File: config.mk
export PLATFORM = sky130hd
export DESIGN_NAME = alu_cmd_seq
export DESIGN_NICKNAME = d
export VERILOG_FILES = /design/src/rtl/alu_cmd_seq.sv
export SDC_FILE = /design/constraint.sdc
export NUM_CORES = 1
export LEC_CHECK = 0
export ABC_CLOCK_PERIOD_IN_PS = 3000
export BUFFER_PORTS_ARGS = -buffer_cell sky130_fd_sc_hd__buf_2
export CAP_MARGIN = 40
export CORE_AREA = 2 2 88 90
export CTS_CLUSTER_SIZE = 20
export DETAILED_ROUTE_END_ITERATION = 7
export DIE_AREA = 0 0 90 92
export PLACE_DENSITY_LB_ADDON = 0.08
export SYNTH_ARGS = -nofsm -noshare
export SYNTH_HDL_FRONTEND = slang
export SYNTH_SLANG_ARGS = --single-unit
File: constraint.sdc
create_clock -name clk -period 3 [get_ports clk]
set_clock_uncertainty 0.2 [all_clocks]
set_input_delay 0.6 -clock clk [delete_from_list [all_inputs] [get_ports clk]]
set_output_delay 0.6 -clock clk [all_outputs]
set_load 0.01 [all_outputs]
File: src/rtl/alu_cmd_seq.sv
// Command queue and sequencer in front of a registered 5-bit ALU.
// Commands are buffered, issued one at a time, and answered in accept order with their tag.
module alu_cmd_seq #(
    parameter int DEPTH = 4,
    parameter int TAG_W = 2
) (
    input  logic                     clk,
    input  logic                     rst,
    input  logic                     cmd_valid,
    output logic                     cmd_ready,
    input  logic [2:0]               cmd_opcode,
    input  logic [4:0]               cmd_a,
    input  logic [4:0]               cmd_b,
    input  logic [TAG_W-1:0]         cmd_tag,
    output logic [2:0]               alu_opcode,
    output logic [4:0]               alu_in1,
    output logic [4:0]               alu_in2,
    output logic                     alu_rst,
    input  logic [5:0]               alu_result,
    output logic                     rsp_valid,
    input  logic                     rsp_ready,
    output logic [5:0]               rsp_result,
    output logic [TAG_W-1:0]         rsp_tag,
    output logic [2:0]               rsp_opcode,
    output logic [$clog2(DEPTH):0]   count
);

    localparam int PW = $clog2(DEPTH);
    localparam logic [PW:0] FULL = (PW+1)'(DEPTH);

    localparam logic [1:0] IDLE  = 2'd0;
    localparam logic [1:0] ISSUE = 2'd1;
    localparam logic [1:0] WAIT  = 2'd2;
    localparam logic [1:0] RESP  = 2'd3;

    logic [1:0]       state;
    logic [PW-1:0]    wr_ptr;
    logic [PW-1:0]    rd_ptr;
    logic [2:0]       q_op  [DEPTH];
    logic [4:0]       q_a   [DEPTH];
    logic [4:0]       q_b   [DEPTH];
    logic [TAG_W-1:0] q_tag [DEPTH];
    logic [TAG_W-1:0] tag_fl;
    logic [2:0]       op_fl;
    logic             push;
    logic             pop;

    // Gating with rst keeps a command offered during reset from looking accepted.
    assign cmd_ready = rst && (count < FULL);
    assign push      = cmd_valid && cmd_ready;
    assign pop       = (state == IDLE) && (count != '0);
    assign rsp_valid = (state == RESP);
    assign alu_rst   = ~rst;

    always_ff @(posedge clk) begin
        if (push) begin
            q_op[wr_ptr]  <= cmd_opcode;
            q_a[wr_ptr]   <= cmd_a;
            q_b[wr_ptr]   <= cmd_b;
            q_tag[wr_ptr] <= cmd_tag;
        end
    end

    always_ff @(posedge clk) begin
        if (!rst) begin
            state      <= IDLE;
            wr_ptr     <= '0;
            rd_ptr     <= '0;
            count      <= '0;
            alu_opcode <= '0;
            alu_in1    <= '0;
            alu_in2    <= '0;
            tag_fl     <= '0;
            op_fl      <= '0;
            rsp_result <= '0;
            rsp_tag    <= '0;
            rsp_opcode <= '0;
        end else begin
            if (push) begin
                wr_ptr <= wr_ptr + 1'b1;
            end
            if (pop) begin
                rd_ptr <= rd_ptr + 1'b1;
            end
            case ({push, pop})
                2'b10:   count <= count + 1'b1;
                2'b01:   count <= count - 1'b1;
                default: count <= count;
            endcase

            // The ALU samples its inputs at the end of ISSUE; its result is ready by the end of WAIT.
            case (state)
                IDLE: begin
                    if (pop) begin
                        alu_opcode <= q_op[rd_ptr];
                        alu_in1    <= q_a[rd_ptr];
                        alu_in2    <= q_b[rd_ptr];
                        tag_fl     <= q_tag[rd_ptr];
                        op_fl      <= q_op[rd_ptr];
                        state      <= ISSUE;
                    end
                end
                ISSUE: state <= WAIT;
                WAIT: begin
                    rsp_result <= alu_result;
                    rsp_tag    <= tag_fl;
                    rsp_opcode <= op_fl;
                    state      <= RESP;
                end
                RESP: begin
                    if (rsp_ready) begin
                        state <= IDLE;
                    end
                end
                default: state <= IDLE;
            endcase
        end
    end

endmodule

==> results.json, run 1 <==
{
  "timing_hold_violations_final": 0,
  "placed_cell_area_mm2": 0.00399,
  "internal_power_mw": 2.41,
  "grt_pass1_vias": 1865,
  "core_region_area_mm2": 0.00745,
  "grt_setup_unrepaired": "no",
  "post-route-period-util": 0.787,
  "ys_seq_area_frac": 0.691,
  "worst-endpoint-arrival_ps": 2440,
  "maxClockFrequency_ghz": 0.424,
  "power.share.clock": 0.231,
  "run_status": "complete, no violations",
  "p_comb_frac": 0.264,
  "floorplan.die.width_um": 90,
  "worst_setup_path_start_kind": "flop",
  "layout.cell_area.non_filler_mm2": 0.00418,
  "antenna_left": 0,
  "grt_start_max_net_pins": 17,
  "holdWs_ps": 264,
  "die_area_mm2": 0.00828,
  "firstDrtPassIters": 4,
  "clkTransAtPathRegs_ps": 90,
  "cts.repair_timing.setup_buffer_count": 0,
  "clockRootBuffer": "sky130_fd_sc_hd__clkbuf_8",
  "worstHoldPathCells": 1,
  "crit_path_end": "count[2]$_SDFFE_PN0P_",
  "period_minus_ws_final_ps": 2360,
  "dr_wl_met3_um": 238,
  "drt-total-wl_um": 5920,
  "tritoncts_num_sinks": 95,
  "switching_share": 0.306,
  "regToRegEndpoint": "count[2]$_SDFFE_PN0P_",
  "cts_tree": "done",
  "drcViolationCount": 0,
  "timing.max_slew.rel_slack": 0.469,
  "post_synthesis_net_count": 246,
  "h_tree_depth": 3,
  "tightest_slew_ps": 795,
  "hold_buffers": 0,
  "irDropWorstVdd_mv": 0.328,
  "regToRegSetupSlack_ps": 640,
  "detailedRoute.firstIterationViolations": 120,
  "power_per_cell_area_mw_per_mm2": 829,
  "max_cap_violations": 0,
  "die-height_um": 92,
  "cell_count_after_synthesis": 212,
  "detail_route.wirelength.met1_um": 2710,
  "dr_total_vias": 1911,
  "top_level_ports": 55,
  "timing.final.setup_violations": 0,
  "syn_area_mm2": 0.00362,
  "setup.worst_path.class": "reg2reg",
  "grt_pass1_wl_um": 9650,
  "vias_per_cell": 5.02,
  "placed_cells": 365,
  "synth-seq-cells": 95,
  "leakage_nw": 1.59,
  "clk_latency_ps": 350,
  "synth_warnings": 0,
  "port_buffer_cells": 54,
  "num-nets-final": 308,
  "globalplace.congestion": 0.731,
  "r2r.worst_path.cells": 8,
  "pins_over_slew_limit": 0,
  "hold_path.class": "in2reg",
  "reg2reg_from": "count[2]$_SDFFE_PN0P_",
  "cts_repair_resize_count": 0,
  "areaGrowthSynthToFinish_pct": 15.5,
  "timing.critical_path.required_ps": 3080,
  "globalRoute.totalOverflow": 0,
  "crit_start": "count[2]$_SDFFE_PN0P_",
  "power_mw": 3.47,
  "global_router_s_overall_resource_usage": 0.154,
  "antenna_cells_inserted": 0,
  "placement_rows": 32,
  "worst-path-max-fanout": 8,
  "floorplan.initialDensity": 0.486,
  "drive_gt1_frac": 0.308,
  "seq_power_share": 0.505,
  "antenna_found_initial": 0,
  "netSwitchingPower_mw": 1.06,
  "topRoutingLayerUsed": "met4",
  "ys_types": 30,
  "dp.final_hpwl_um": 3770,
  "finalNonFillerCells": 381,
  "max-clock-path-buffers": 2,
  "post_synthesis_mean_instance_area_um2": 17.1,
  "cts_made_buffers": 9,
  "timing.setup.tns_ps": 0,
  "route.met2.wl_um": 2860,
  "end_kind": "flop",
  "dr_wl_cell_um": 15.5
}
==> cell families (layout without fill, tap and decap cells) <==
group / Yosys count / count (layout) / share of synthesized area
flip-flops: 95 / 95 / 0.691
AND/OR/NAND/NOR: 31 / 31 / 0.0387
multiplexers: 27 / 27 / 0.134
AO/OA/AOI/OAI: 24 / 24 / 0.0567
buffers and inverters: 21 / 88 / 0.0346
adder cells (fa/ha/maj): 9 / 9 / 0.0332
XOR/XNOR: 5 / 5 / 0.0121
==> Yosys cell counts <==
cell                       number  area share
sky130_fd_sc_hd__a21oi_1        3      0.0041
sky130_fd_sc_hd__a22o_1        15       0.036
sky130_fd_sc_hd__and2_1         5      0.0086
sky130_fd_sc_hd__and3b_1        1      0.0024
sky130_fd_sc_hd__buf_12         1      0.0055
sky130_fd_sc_hd__buf_2          3      0.0041
sky130_fd_sc_hd__buf_4          1      0.0021
sky130_fd_sc_hd__buf_6          3      0.0093
sky130_fd_sc_hd__clkbuf_1       3      0.0031
sky130_fd_sc_hd__dfxtp_1       35        0.19
sky130_fd_sc_hd__edfxtp_1      60        0.50
sky130_fd_sc_hd__fa_1           1      0.0055
sky130_fd_sc_hd__ha_1           8       0.028
sky130_fd_sc_hd__inv_1         10       0.010
sky130_fd_sc_hd__mux2i_1       12       0.033
sky130_fd_sc_hd__mux4_1         7       0.051
sky130_fd_sc_hd__mux4_2         8       0.050
sky130_fd_sc_hd__nand2_1        3      0.0031
sky130_fd_sc_hd__nor2_1        19       0.020
sky130_fd_sc_hd__nor2b_1        1      0.0017
sky130_fd_sc_hd__nor3_1         1      0.0014
sky130_fd_sc_hd__o21a_1         1      0.0021
sky130_fd_sc_hd__o21ai_0        1      0.0014
sky130_fd_sc_hd__o311ai_0       1      0.0024
sky130_fd_sc_hd__o31a_1         1      0.0024
sky130_fd_sc_hd__o31ai_1        1      0.0021
sky130_fd_sc_hd__o31ai_4        1      0.0059
sky130_fd_sc_hd__or3_1          1      0.0017
sky130_fd_sc_hd__xnor2_1        1      0.0024
sky130_fd_sc_hd__xor2_1         4      0.0097
==> metal layers <==
metal	vias up	track usage
met2	47	0.248
met3	11	0.0320
met1	928	0.201
li1	925	-
met5	-	0
met4	0	0.0731
==> cell type report <==
class	count	area (um2)
Fill cell	621	3260
Sequential cell	95	2500
Multi-Input combinational cell	96	993
Timing Repair Buffer	62	330
Clock buffer	12	155
Tap cell	102	128
Inverter	10	37.5
Clock inverter	4	36.3
==> layout by cell type, fill, tap and decap left out <==
cell,count
sky130_fd_sc_hd__edfxtp_1,60
sky130_fd_sc_hd__buf_2,54
sky130_fd_sc_hd__dfxtp_1,35
sky130_fd_sc_hd__nor2_1,19
sky130_fd_sc_hd__a22o_1,15
sky130_fd_sc_hd__mux2i_1,12
sky130_fd_sc_hd__clkbuf_8,11
sky130_fd_sc_hd__inv_1,10
sky130_fd_sc_hd__mux4_2,8
sky130_fd_sc_hd__ha_1,8
sky130_fd_sc_hd__buf_4,8
sky130_fd_sc_hd__mux4_1,7
sky130_fd_sc_hd__and2_1,5
sky130_fd_sc_hd__xor2_1,4
sky130_fd_sc_hd__a21oi_1,3
sky130_fd_sc_hd__nand2_1,3
sky130_fd_sc_hd__inv_6,2
sky130_fd_sc_hd__o31ai_4,1
sky130_fd_sc_hd__and3b_1,1
sky130_fd_sc_hd__nor3_1,1
sky130_fd_sc_hd__nor2b_1,1
sky130_fd_sc_hd__o31a_1,1
sky130_fd_sc_hd__o21a_1,1
sky130_fd_sc_hd__xnor2_1,1
sky130_fd_sc_hd__o21ai_0,1
sky130_fd_sc_hd__or3_1,1
sky130_fd_sc_hd__o31ai_1,1
sky130_fd_sc_hd__o311ai_0,1
sky130_fd_sc_hd__fa_1,1
sky130_fd_sc_hd__inv_8,1
sky130_fd_sc_hd__clkbuf_1,1
sky130_fd_sc_hd__clkinvlp_4,1
==> how the worst min path moves through the flow <==
stage                                 start                      end  slack [ps]
finish                             cmd_a[2]      q_a[1][2]$_DFFE_PP_         260
global route                       cmd_a[1]      q_a[1][1]$_DFFE_PP_         240
CTS                                cmd_b[2]      q_b[1][2]$_DFFE_PP_         240
detailed placement  alu_in2[2]$_SDFFE_PN0P_  alu_in2[2]$_SDFFE_PN0P_         260
global placement    alu_in2[4]$_SDFFE_PN0P_  alu_in2[4]$_SDFFE_PN0P_         260
floorplan            tag_fl[1]$_SDFFE_PN0P_   tag_fl[1]$_SDFFE_PN0P_         250
==> through the flow <==
step	setup slack, ps	utilization
final	639	0.562
after global routing	512	0.562
after CTS	639	0.562
after detailed placement	453	0.536
after global placement	496	0.536
after floorplan	613	-
==> worst max-delay path, cell delays in order (launching register included) <==
cell and delay (ps):
sky130_fd_sc_hd__dfxtp_1 500, sky130_fd_sc_hd__and3b_1 300, sky130_fd_sc_hd__inv_1 90, sky130_fd_sc_hd__ha_1 170, sky130_fd_sc_hd__inv_1 60, sky130_fd_sc_hd__fa_1 370
sky130_fd_sc_hd__xor2_1 160, sky130_fd_sc_hd__or3_1 300, sky130_fd_sc_hd__a21oi_1 140
==> registers in the layout, indices dropped and copies added, names as in the netlist <==
signal and cells:
rd_ptr 2, count 3, tag_fl 2, q_op 12
rsp_result 6, alu_in1 5, wr_ptr 2, state 2
q_tag 8, rsp_opcode 3, q_a 20, rsp_tag 2
op_fl 3, q_b 20, alu_in2 5
==> power by group through the flow <==
stage          Clock (mW)  Sequential [mW]  Combinational (mW)
5_1_grt             0.881             1.78                1.02
2_1_floorplan           0             1.78               0.678
3_3_place_gp            0             1.78               0.917
4_1_cts             0.826             1.76               0.936
6_report            0.802             1.75               0.914
3_5_place_dp            0             1.78               0.931
(Power assumes the default switching activity.)
==> run 2, diff against run 1 <==
--- a/config.mk
+++ b/config.mk
@@ -5,13 +5,13 @@
 export SDC_FILE = /design/constraint.sdc
 export NUM_CORES = 1
 export LEC_CHECK = 0
-export ABC_CLOCK_PERIOD_IN_PS = 3000
+export ABC_CLOCK_PERIOD_IN_PS = 2000
 export BUFFER_PORTS_ARGS = -buffer_cell sky130_fd_sc_hd__buf_2
 export CAP_MARGIN = 40
-export CORE_AREA = 2 2 88 90
+export CORE_AREA = 2 2 89 91
 export CTS_CLUSTER_SIZE = 20
 export DETAILED_ROUTE_END_ITERATION = 7
-export DIE_AREA = 0 0 90 92
+export DIE_AREA = 0 0 91 93
 export PLACE_DENSITY_LB_ADDON = 0.08
 export SYNTH_ARGS = -nofsm -noshare
 export SYNTH_HDL_FRONTEND = slang
==> constraint.sdc (replaced) <==
create_clock -name clk -period 2 [get_ports clk]
set_clock_uncertainty 0.2 [all_clocks]
set_input_delay 0.4 -clock clk [delete_from_list [all_inputs] [get_ports clk]]
set_output_delay 0.4 -clock clk [all_outputs]
set_load 0.01 [all_outputs]
==> run 2 against run 1 <==
  * The flow now finishes with violations (setup timing)
  * First-iteration DRC count fell by 5.0%
  * Final cell count up 3.1%
  * Core utilization increased by 2.7 points
  * Setup slack worse by 720 ps
  * Sequential share of layout area shrank 3.3 points
  * Critical endpoint unchanged
  * Largest power group unchanged
==> results.json, run 2 (synthesis results as in run 1) <==
{
  "dr_total_vias": 1958,
  "max-clock-path-buffers": 2,
  "antenna_left": 0,
  "cts_made_buffers": 9,
  "timing.critical_path.required_ps": 2080,
  "power_per_cell_area_mw_per_mm2": 1290,
  "drive_gt1_frac": 0.392,
  "floorplan.die.width_um": 91,
  "antenna_cells_inserted": 0,
  "layout.cell_area.non_filler_mm2": 0.00443,
  "firstDrtPassIters": 4,
  "globalplace.congestion": 0.751,
  "regToRegEndpoint": "count[2]$_SDFFE_PN0P_",
  "timing.max_slew.rel_slack": 0.561,
  "global_router_s_overall_resource_usage": 0.148,
  "top_level_ports": 55,
  "areaGrowthSynthToFinish_pct": 22.5,
  "clockRootBuffer": "sky130_fd_sc_hd__clkbuf_8",
  "timing_hold_violations_final": 0,
  "pins_over_slew_limit": 0,
  "failing_checks": "setup timing",
  "worst-path-max-fanout": 2,
  "drt-total-wl_um": 5950,
  "timing.final.setup_violations": 1,
  "grt_pass1_vias": 1840,
  "tightest_slew_ps": 659,
  "tritoncts_num_sinks": 95,
  "setup.worst_path.class": "reg2reg",
  "r2r.worst_path.cells": 10,
  "core_region_area_mm2": 0.00753,
  "die_area_mm2": 0.00846,
  "detailedRoute.firstIterationViolations": 114,
  "floorplan.initialDensity": 0.481,
  "power_mw": 5.71,
  "globalRoute.totalOverflow": 0,
  "clk_latency_ps": 340,
  "mostFrequentLayoutCells": "sky130_fd_sc_hd__edfxtp_1 (60), sky130_fd_sc_hd__buf_2 (54), sky130_fd_sc_hd__dfxtp_1 (32), sky130_fd_sc_hd__nor2_1 (19), sky130_fd_sc_hd__a22o_1 (15)",
  "antenna_found_initial": 0,
  "clkTransAtPathRegs_ps": 100,
  "max_cap_violations": 0,
  "worst_setup_path_start_kind": "flop",
  "cts_tree": "done",
  "dp.final_hpwl_um": 3850,
  "grt_start_max_net_pins": 21,
  "crit_path_end": "count[2]$_SDFFE_PN0P_",
  "placement_rows": 32,
  "worst-endpoint-arrival_ps": 2160,
  "period_minus_ws_final_ps": 2080,
  "leakage_nw": 1.69,
  "drcViolationCount": 0,
  "reg2reg_from": "state[0]$_SDFFE_PN0P_",
  "dr_wl_cell_um": 15.1,
  "grt_setup_unrepaired": "yes",
  "h_tree_depth": 3,
  "maxClockFrequency_ghz": 0.480,
  "die-height_um": 93,
  "layout_top_registers": "q_a: 20 flops, q_b: 20 flops, q_op: 12 flops",
  "end_kind": "flop",
  "vias_per_cell": 4.98,
  "grt_pass1_wl_um": 9400,
  "port_buffer_cells": 54,
  "hold_path.class": "in2reg",
  "crit_start": "state[0]$_SDFFE_PN0P_",
  "num-nets-final": 320,
  "placed_cell_area_mm2": 0.00417,
  "filler_cell_count": 604,
  "post-route-period-util": 1.04,
  "hold_buffers": 0,
  "final_critical_path_setup_slack_ps": -83.9,
  "regToRegSetupSlack_ps": -80,
  "run_status": "finished with violations",
  "irDropWorstVdd_mv": 0.540,
  "leading_cell_type_in_the_layout_fill_and_taps_excluded": "sky130_fd_sc_hd__edfxtp_1"
}
-- run 2: final cells by class --
class,instances,area [um2],share of cell area
Clock inverter,6,91.3,0.0206
Clock buffer,10,128,0.0288
Timing Repair Buffer,74,499,0.113
Multi-Input combinational cell,96,1040,0.234
Inverter,10,40.0,0.00903
Sequential cell,95,2510,0.566
Tap cell,102,128,0.0288
-- run 2: report_power, final --
group	total, mW	internal (mW)	switching (mW)
Clock	1.36	0.714	0.643
Sequential	2.56	2.40	0.156
Combinational	1.80	0.948	0.848
Total	5.71	4.06	1.65
-- run 2: through the flow --
step                      TNS [ps]   util  instances  hold slack [ps]  setup slack, ps
after floorplan              -91.0      -        212              249            -91.0
after global placement       -1750  0.553        375              264             -160
after detailed placement      -162  0.555        376              269             -162
after CTS                    -55.2  0.584        392             45.2            -55.2
after global routing          -168  0.589        393             46.7             -167
final                        -83.9  0.589        393             64.6            -83.9
-- run 2: critical path: stages (launching register included) --
cell                      delay (ps)
sky130_fd_sc_hd__dfxtp_2         330
sky130_fd_sc_hd__inv_2            70
sky130_fd_sc_hd__ha_4            140
sky130_fd_sc_hd__o31ai_4          70
sky130_fd_sc_hd__inv_2            70
sky130_fd_sc_hd__ha_4            120
sky130_fd_sc_hd__inv_2            30
sky130_fd_sc_hd__fa_2            340
sky130_fd_sc_hd__xor2_2          160
sky130_fd_sc_hd__or3_4           370
sky130_fd_sc_hd__a21oi_2         130
-- run 2: metal layers --
layer  vias to the layer above  wire [um]  global-route usage
met5                         -          0                   0
met2                        51       2880               0.237
met3                        10        319              0.0379
met1                       941       2630               0.191
li1                        956          -                   -
met4                         0        117              0.0720
-- run 2: worst min-delay path by stage --
| stage | start | slack [ps] | cells after the start | to |
|---|---|---|---|---|
| 3_5_place_dp | tag_fl[0]$_SDFFE_PN0P_ | 270 | 1 | tag_fl[0]$_SDFFE_PN0P_ |
| 4_1_cts | cmd_a[0] | 50 | 1 | q_a[1][0]$_DFFE_PP_ |
| 2_1_floorplan | tag_fl[1]$_SDFFE_PN0P_ | 250 | 1 | tag_fl[1]$_SDFFE_PN0P_ |
| 3_3_place_gp | tag_fl[1]$_SDFFE_PN0P_ | 260 | 1 | tag_fl[1]$_SDFFE_PN0P_ |
| 6_report | cmd_b[0] | 60 | 1 | q_b[1][0]$_DFFE_PP_ |
| 5_1_grt | cmd_b[0] | 50 | 1 | q_b[1][0]$_DFFE_PP_ |
-- run 2: repair_timing --
action | CTS | global route
pin swaps | 0 | 6
setup buffers | 0 | 1
gates resized for setup | 4 | 6
hold endpoints to repair | 0 | 0
endpoints found under the setup margin | 1 | 1
